[src/rtl/mem_pkg.sv]
// mem_pkg: access-size decode, M-stage FSM states and lane helpers shared by
// mem_access_stage and load_aligner. Data-side helpers assume a 32-bit datapath.
package mem_pkg;

  localparam logic [2:0] F3_B  = 3'b000;
  localparam logic [2:0] F3_H  = 3'b001;
  localparam logic [2:0] F3_W  = 3'b010;
  localparam logic [2:0] F3_BU = 3'b100;
  localparam logic [2:0] F3_HU = 3'b101;

  typedef enum logic [1:0] {SZ_B, SZ_H, SZ_W} mem_size_t;

  typedef enum logic [1:0] {IDLE, REQ, WAIT, RESP} mem_state_t;

  // Unlisted encodings (011/110/111) fall through to word accesses.
  function automatic mem_size_t access_size(input logic [2:0] funct3);
    case (funct3)
      F3_B, F3_BU: return SZ_B;
      F3_H, F3_HU: return SZ_H;
      F3_W:        return SZ_W;
      default:     return SZ_W;
    endcase
  endfunction

  function automatic logic load_unsigned(input logic [2:0] funct3);
    return (funct3 == F3_BU) || (funct3 == F3_HU);
  endfunction

  function automatic logic [3:0] lane_be(input logic [2:0] funct3, input logic [1:0] addr_lo);
    case (access_size(funct3))
      SZ_B:    return 4'b0001 << addr_lo;
      SZ_H:    return 4'b0011 << {addr_lo[1], 1'b0};
      default: return 4'hF;
    endcase
  endfunction

  function automatic logic [31:0] lane_wdata(input logic [2:0] funct3, input logic [31:0] data);
    case (access_size(funct3))
      SZ_B:    return {4{data[7:0]}};
      SZ_H:    return {2{data[15:0]}};
      default: return data;
    endcase
  endfunction

  function automatic logic addr_misaligned(input logic [2:0] funct3, input logic [1:0] addr_lo);
    case (access_size(funct3))
      SZ_B:    return 1'b0;
      SZ_H:    return addr_lo[0];
      default: return addr_lo != 2'b00;
    endcase
  endfunction

endpackage

[src/rtl/load_aligner.sv]
// load_aligner: picks the addressed byte/half out of a load word and
// sign- or zero-extends it to XLEN; words pass through unchanged.
module load_aligner
  import mem_pkg::*;
#(
  parameter int XLEN = 32
) (
  input  logic [XLEN-1:0] rdata,
  input  logic [1:0]      addr_lo,
  input  logic [2:0]      funct3,
  output logic [XLEN-1:0] data
);

  logic [7:0]  byte_v;
  logic [15:0] half_v;
  logic        ext_sign;

  // Lane select followed by size-dependent extension.
  always_comb begin
    case (addr_lo)
      2'd0:    byte_v = rdata[7:0];
      2'd1:    byte_v = rdata[15:8];
      2'd2:    byte_v = rdata[23:16];
      default: byte_v = rdata[31:24];
    endcase
    half_v   = addr_lo[1] ? rdata[31:16] : rdata[15:0];
    ext_sign = !load_unsigned(funct3);
    case (access_size(funct3))
      SZ_B:    data = {{(XLEN-8){ext_sign & byte_v[7]}}, byte_v};
      SZ_H:    data = {{(XLEN-16){ext_sign & half_v[15]}}, half_v};
      default: data = rdata;
    endcase
  end

endmodule

[src/rtl/mem_access_stage.sv]
// mem_access_stage: M stage of the pipeline. Issues data-memory requests over
// a req/gnt + rvalid handshake, stalls upstream while an access is in flight,
// and drives the M/W pipeline register.
// Optional build macro: MEM_MISALIGN_TRAP_EN (misaligned H/W accesses trap
// instead of going to memory; adds the w_misalign port).
module mem_access_stage
  import mem_pkg::*;
#(
  parameter int XLEN   = 32,
  parameter int REG_AW = 5
) (
  input  logic              clk,
  input  logic              rst,
  input  logic              m_valid,
  input  logic              m_mem_rd,
  input  logic              m_mem_wr,
  input  logic [2:0]        m_funct3,
  input  logic [XLEN-1:0]   m_addr,
  input  logic [XLEN-1:0]   m_wdata,
  input  logic [REG_AW-1:0] m_rd,
  input  logic              m_reg_we,
  output logic              m_stall,
  output logic              dmem_req,
  output logic              dmem_we,
  output logic [XLEN-1:0]   dmem_addr,
  output logic [3:0]        dmem_be,
  output logic [XLEN-1:0]   dmem_wdata,
  input  logic              dmem_gnt,
  input  logic              dmem_rvalid,
  input  logic [XLEN-1:0]   dmem_rdata,
  output logic              w_valid,
  output logic [REG_AW-1:0] w_rd,
  output logic              w_reg_we,
  output logic [XLEN-1:0]   w_data
`ifdef MEM_MISALIGN_TRAP_EN
  ,
  output logic              w_misalign
`endif
);

  mem_state_t      state;
  logic [1:0]      req_lo;
  logic [2:0]      req_f3;
  logic [XLEN-1:0] load_data;
  logic [XLEN-1:0] aligned;
  logic            is_mem;
  logic            misalign;
  logic            start_access;

  load_aligner #(.XLEN(XLEN)) u_load_aligner (
    .rdata   (dmem_rdata),
    .addr_lo (req_lo),
    .funct3  (req_f3),
    .data    (aligned)
  );

  // Decode the instruction in M and derive the upstream stall.
  always_comb begin
    is_mem = m_mem_rd | m_mem_wr;
`ifdef MEM_MISALIGN_TRAP_EN
    misalign = (state == IDLE) & m_valid & is_mem & addr_misaligned(m_funct3, m_addr[1:0]);
`else
    misalign = 1'b0;
`endif
    start_access = (state == IDLE) & m_valid & is_mem & ~misalign;
    m_stall      = start_access | (state == REQ) | (state == WAIT);
  end

  // Access FSM with registered request fields held stable until grant.
  always_ff @(posedge clk) begin
    if (rst) begin
      state      <= IDLE;
      dmem_req   <= 1'b0;
      dmem_we    <= 1'b0;
      dmem_addr  <= '0;
      dmem_be    <= '0;
      dmem_wdata <= '0;
      req_lo     <= '0;
      req_f3     <= '0;
      load_data  <= '0;
    end else begin
      case (state)
        IDLE: if (start_access) begin
          state      <= REQ;
          dmem_req   <= 1'b1;
          dmem_we    <= m_mem_wr & ~m_mem_rd;
          dmem_addr  <= {m_addr[XLEN-1:2], 2'b00};
          dmem_be    <= lane_be(m_funct3, m_addr[1:0]);
          dmem_wdata <= lane_wdata(m_funct3, m_wdata);
          req_lo     <= m_addr[1:0];
          req_f3     <= m_funct3;
        end
        REQ: if (dmem_gnt) begin
          dmem_req <= 1'b0;
          state    <= dmem_we ? RESP : WAIT;
        end
        WAIT: if (dmem_rvalid) begin
          load_data <= aligned;
          state     <= RESP;
        end
        RESP:    state <= IDLE;
        default: state <= IDLE;
      endcase
    end
  end

  // M/W pipeline register: captures whenever M advances, else bubbles.
  always_ff @(posedge clk) begin
    if (rst) begin
      w_valid  <= 1'b0;
      w_rd     <= '0;
      w_reg_we <= 1'b0;
      w_data   <= '0;
`ifdef MEM_MISALIGN_TRAP_EN
      w_misalign <= 1'b0;
`endif
    end else if (m_valid && !m_stall) begin
      w_valid <= 1'b1;
      w_rd    <= m_rd;
      if (state == RESP) begin
        w_reg_we <= m_reg_we & ~dmem_we;
        w_data   <= dmem_we ? m_addr : load_data;
      end else begin
        w_reg_we <= m_reg_we & ~misalign;
        w_data   <= m_addr;
      end
`ifdef MEM_MISALIGN_TRAP_EN
      w_misalign <= misalign;
`endif
    end else begin
      w_valid <= 1'b0;
`ifdef MEM_MISALIGN_TRAP_EN
      w_misalign <= 1'b0;
`endif
    end
  end

endmodule

[config.mk]
export PLATFORM = sky130hd
export DESIGN_NAME = mem_access_stage
export DESIGN_NICKNAME = d
export VERILOG_FILES = /design/src/rtl/mem_pkg.sv /design/src/rtl/load_aligner.sv /design/src/rtl/mem_access_stage.sv
export SDC_FILE = /design/constraint.sdc
export NUM_CORES = 1
export LEC_CHECK = 0
export BUFFER_PORTS_ARGS = -buffer_cell sky130_fd_sc_hd__buf_2
export CORE_MARGIN = 8
export CORE_UTILIZATION = 25
export DETAILED_ROUTE_END_ITERATION = 12
export GPL_ROUTABILITY_DRIVEN = 0
export GPL_TIMING_DRIVEN = 0
export PLACE_DENSITY = 0.41
export RECOVER_POWER = 25
export SYNTH_ARGS = -nofsm -noshare
export SYNTH_HDL_FRONTEND = slang
export SYNTH_HIERARCHICAL = 1
export SYNTH_SLANG_ARGS = --single-unit
[constraint.sdc]
create_clock -name clk -period 2.9 [get_ports clk]
set_input_delay 0.58 -clock clk [delete_from_list [all_inputs] [get_ports clk]]
set_output_delay 0.58 -clock clk [all_outputs]
set_load 0.1 [all_outputs]
# Yosys cells after proc, flatten, opt, wreduce, memory -nomap -nowiden

Index checks and enable logic that the tools add are counted.

Flip-flop bits (word level): 146
Bits of input ports: 112
Output and inout port bits: 110
Word-level logic and storage cells: 83

Eq/ne operators: 16
Shifts and indexed selects: 2
Muxes and demuxes: 22
Bitwise logic cells: 11
Reduce and logical (&&, ||, !) cells: 19

Operators with widths:

| kind                                            | count |
|---|---|
| case mux 32 bit (2 select lines)                | 2 |
| 2-to-1 mux 32 bit                               | 2 |
| case mux 8 bit (3 select lines)                 | 1 |
| 2-to-1 mux 16 bit                               | 1 |
| == test 3 bit, second input constant            | 4 |
| 2-to-1 mux 2 bit                                | 6 |
| == test 2 x 1 -> 1 bit, second input constant   | 4 |
| logical NOT 2 bit                               | 4 |
| case mux 2 bit (2 select lines)                 | 2 |
| case mux 2 bit (4 select lines)                 | 1 |
| case mux 4 bit (2 select lines)                 | 1 |
| OR reduction 2 bit                              | 4 |
| AND 1 bit                                       | 6 |
| == test 2 bit, second input constant            | 3 |
| == test 3 x 1 -> 1 bit, second input constant   | 2 |
| logical NOT 3 bit                               | 2 |
| != test 2 bit, second input constant            | 3 |
| AND reduction 3 bit                             | 2 |
| 2-to-1 mux 1 bit                                | 5 |
| AND reduction 2 bit                             | 2 |
| left shift 1 x 2 -> 4 bit, first input constant | 1 |
| left shift 2 x 2 -> 4 bit, first input constant | 1 |
| OR 1 bit                                        | 3 |
| logical NOT 1 bit                               | 2 |
| 5 further kinds                                 | 6 |

# Longest topological paths before layout

Depth in word-level cells: 8
Depth in mapped cells: 9

# Hierarchy

The synthesis kept the hierarchy.

Modules (own cells, without submodules):

| module           | instances | cells an instance | area each (µm²) |
|---|---|---|---|
| mem_access_stage | 1         | 699               | 5974.5 |
| load_aligner     | 1         | 127               | 670.6 |

# Least setup slack after synthesis

Ideal clock, no wire load.

Kind: flip-flop to output port
Start: register state[0]
End: output port m_stall
Data arrival time: 1794 ps
Slack: 526 ps
Stages on the path, launching flop included: 7
Path through: dfxtp_1 -> inv_1 -> ha_1 -> buf_2 -> o211a_1 -> buf_2 -> or3_1

Word-level cells in the longest chain between the ends: 5
Elaborated cells between the ends (all ways): 7
Classes of those cells: eq/ne: 2; bitwise: 4; reduce/logical: 1

RTL lines:

| item                    | line                   | text |
|---|---|---|
| from (decl)             | mem_access_stage.sv:41 | `mem_state_t state;` |
| from (signal assigned)  | mem_access_stage.sv:95 | `state <= dmem_we ? RESP : WAIT;` |
| logical NOT 2 bit       | mem_access_stage.sv:65 | `start_access = (state == IDLE) & m_valid & is_mem & ~misalign;` |
| AND 1 bit (2 in series) | mem_access_stage.sv:65 |  |
| OR 1 bit                | mem_access_stage.sv:66 | `m_stall = start_access \| (state == REQ) \| (state == WAIT);` |
| OR 1 bit (*)            | mem_access_stage.sv:66 |  |
| to (decl)               | mem_access_stage.sv:22 | `output logic m_stall,` |

Mark *: on every way between the ends. The rest lies on a longest branch, timed or not.

# Worst setup path in the final report

Same ends and word-level chain as after synthesis.

==> results.yml <==
run_status:
  status: "completed"
sta:
  clock_skew_ns: 0.0130
  rsz0062_at_grt: "false"
  tightest_slew_ns: 1.30
  finalWorstSetupSlack_ns: 0.130
  period_share: 0.955
  fmax_mhz: 361
  maxSlewViolCount: 0
  holdWs_ns: 0.380
  tns_ns: 0
  slew_headroom: 0.140
  setup_violations: 0
  period_needed_ns: 2.77
  finalHoldViolCount: 0
cells_and_area:
  final_core_utilization: 0.333
  fill_cells: 2908
  area_growth_pct: 30.6
  final_nets: 1180
  multiInputGateArea_sq_um: 3290
  layout.area.seq_sq_um: 2930
  layout-drive-gt1-share: 0.226
yosys:
  synthFlopType: "dfxtp_1"
  synth_edf_count: 0
  yosysWarnings: 6
  async_flop_share: 0
  ys_ff_latch: 146
  syn_area_per_cell_sq_um: 8.04
  synth.area.top_cells: "dfxtp_1, nand2_1, a21oi_1"
  synth_top_area_cell: "dfxtp_1"
  ys_seq_area_frac: 0.440
  syn_area_sq_um: 6650
  yosys.area.top_type_share: 0.440
  ys_types: 45
  synthCells: 826
setup_path:
  arrival_ns: 2.19
  path_class: "flip-flop to primary output"
  end_kind: "primary output"
  cp_max_fo: 10
  max_stage_delay_ns: 0.37
  start_kind: "flip-flop"
  r2r_slack_ns: 0.64
  r2r-end: "w_data[11]$_SDFFE_PP0P_"
  worst_ep_required_time_ns: 2.32
  r2r_start: "state[0]$_SDFFE_PP0P_"
  rr_worst_depth: 7
  cp_cell_sequence: "inv_1, ha_1, buf_2, o211a_1, clkbuf_4, or3_1, buf_6"
  cp-startpoint: "state[0]$_SDFFE_PP0P_"
  cp_slowest_cell: "dfxtp_2"
pwr:
  p_leak_nw: 3.74
  peakVddDrop_uv: 521
  power_density_nw_per_um2: 1100
floorplanning:
  die_y_um: 179
  core.rowCount: 59
  chipWidth_um: 179
  dieArea_sq_um: 32100
  start_util: 0.255
  core-area_sq_um: 26100
  io_pins: 222
clock_network:
  cts_buffer_depth: 2
  cts_max_level: 4
  clkLatencyLatePin_ns: 0.43
  cts_tree: "built"
  clock_sinks: 146
  root_buffer: "clkbuf_16"
  cts_resized: 2
  post_cts_buffers: 0
  postCtsHoldBufs: 0
  clkTransAtPathRegs_ns: 0.06
  cts_buffers: 17
routing:
  antenna_left: 0
  dr.pass1.iters: 4
  drtIter0Drc: 343
  drt-total-wl_um: 26800
  avgViaCountPerCell: 4.64
  num_vias: 6550
  routedWlPerCell_um: 19.0
  drcViolationCount: 0
global_routing:
  grt-ovfl-total: 0
  antenna_found_initial: 1
  grt_pass1_wl_um: 40100
  grt_max_degree: 17
  grt_pass1_vias: 6765
  grt_usage: 0.165
hold_path:
  min_path_cells: 2
  hold_end: "dmem_req$_SDFFE_PP0P_"
  worstHoldStart: "dmem_gnt"
  hold_class: "primary input to flip-flop"
placed_design:
  place.port_buffers: 217
  place_ws_ns: 0.388
  dpl.hpwl_um: 21000
flow_run:
  maxCapViolations: 0
[flip-flops by register name, indices dropped and copies added (netlist names)]
register and flops:
dmem_addr 30, w_valid 1, w_reg_we 1, dmem_we 1
dmem_req 1, dmem_wdata 32, load_data 32, w_data 32
req_f3 3, req_lo 2, w_rd 5, dmem_be 4
state 2
[cell type report]
cell class / count / share of cell area
inverter: 9 / 0.00389
clock buffer: 19 / 0.0511
multi-input combinational: 597 / 0.379
antenna: 1 / 0.000288
tap: 335 / 0.0483
sequential: 146 / 0.337
buffer: 75 / 0.0447
clock inverter: 12 / 0.0180
timing repair buffer: 217 / 0.118
[placed cells by master, fill, tap and decap left out, types with 17 or more instances in the layout]
| cell | count |
|---|---|
| nand2b_1 | 18 |
| clkbuf_1 | 95 |
| buf_2 | 180 |
| mux2i_1 | 43 |
| o21ai_0 | 28 |
| a21oi_1 | 125 |
| dfxtp_1 | 144 |
| nand2_1 | 240 |
| nor2_1 | 20 |
| a211oi_1 | 40 |
| clkbuf_16 | 17 |
[power by group]
part	total, mW	switching (mW)	internal (mW)
Clock	2.29	0.913	1.37
Sequential	2.60	0.217	2.38
Combinational	4.65	3.75	0.897
Total	9.53	4.88	4.65
[stage by stage]
stage / std cells / cell area (sq um) / total power, mW
floorplan: 827 / 6650 / 6.32
global placement: 1379 / 8150 / 7.37
detailed placement: 1379 / 8150 / 7.37
CTS: 1410 / 8760 / 9.69
global route: 1411 / 8680 / 9.99
finish: 1411 / 8680 / 9.53
[synthesized netlist by cell type (2+ instances only)]
master / count
o21ai_0: 28
buf_6: 5
nor3_1: 3
buf_2: 25
ha_1: 5
nand2b_1: 18
a311oi_1: 9
mux2i_1: 43
buf_4: 8
a22oi_1: 7
a21oi_1: 125
dfxtp_1: 146
a221o_1: 8
a211oi_1: 40
o211ai_1: 9
mux2_2: 9
clkbuf_1: 34
nor2b_1: 4
a31oi_1: 4
nand3_1: 5
inv_1: 9
nor2_1: 19
clkbuf_4: 2
nand2_1: 240
[layer usage]
| layer | track usage | vias up | wire length, um |
|---|---|---|---|
| met3 | 0.0476 | 14 | 1720 |
| li1 | - | 3326 | - |
| met5 | 0 | - | 0 |
| met4 | 0.0344 | 0 | 214 |
| met1 | 0.219 | 3040 | 12600 |
| met2 | 0.261 | 170 | 12300 |
[critical path: cells and delay by family, from the launching register on]
| family | cells | cell delay [ns] |
|---|---|---|
| compound gates | 1 | 0.16 |
| simple gates | 1 | 0.37 |
| buf+inv | 4 | 0.67 |
| flops | 1 | 0.37 |
| fa+ha+maj | 1 | 0.20 |
[worst max path at each step]
stage / end / cells after the start
6_report: m_stall / 7
4_1_cts: m_stall / 7
3_5_place_dp: m_stall / 7
5_1_grt: m_stall / 7
3_3_place_gp: m_stall / 7
2_1_floorplan: m_stall / 6
[logic make-up (layout without fill, tap and decap cells)]
group / Yosys count / count (layout) / share of synthesized area
simple gates: 297 / 297 / 0.185
other cells: 1 / 3 / 0.000564
fa+ha+maj: 5 / 5 / 0.00941
buf+inv: 84 / 332 / 0.0635
compound gates: 240 / 240 / 0.219
flops: 146 / 146 / 0.440
mux: 53 / 53 / 0.0823
Note: power is estimated with default switching activity, not from simulation.
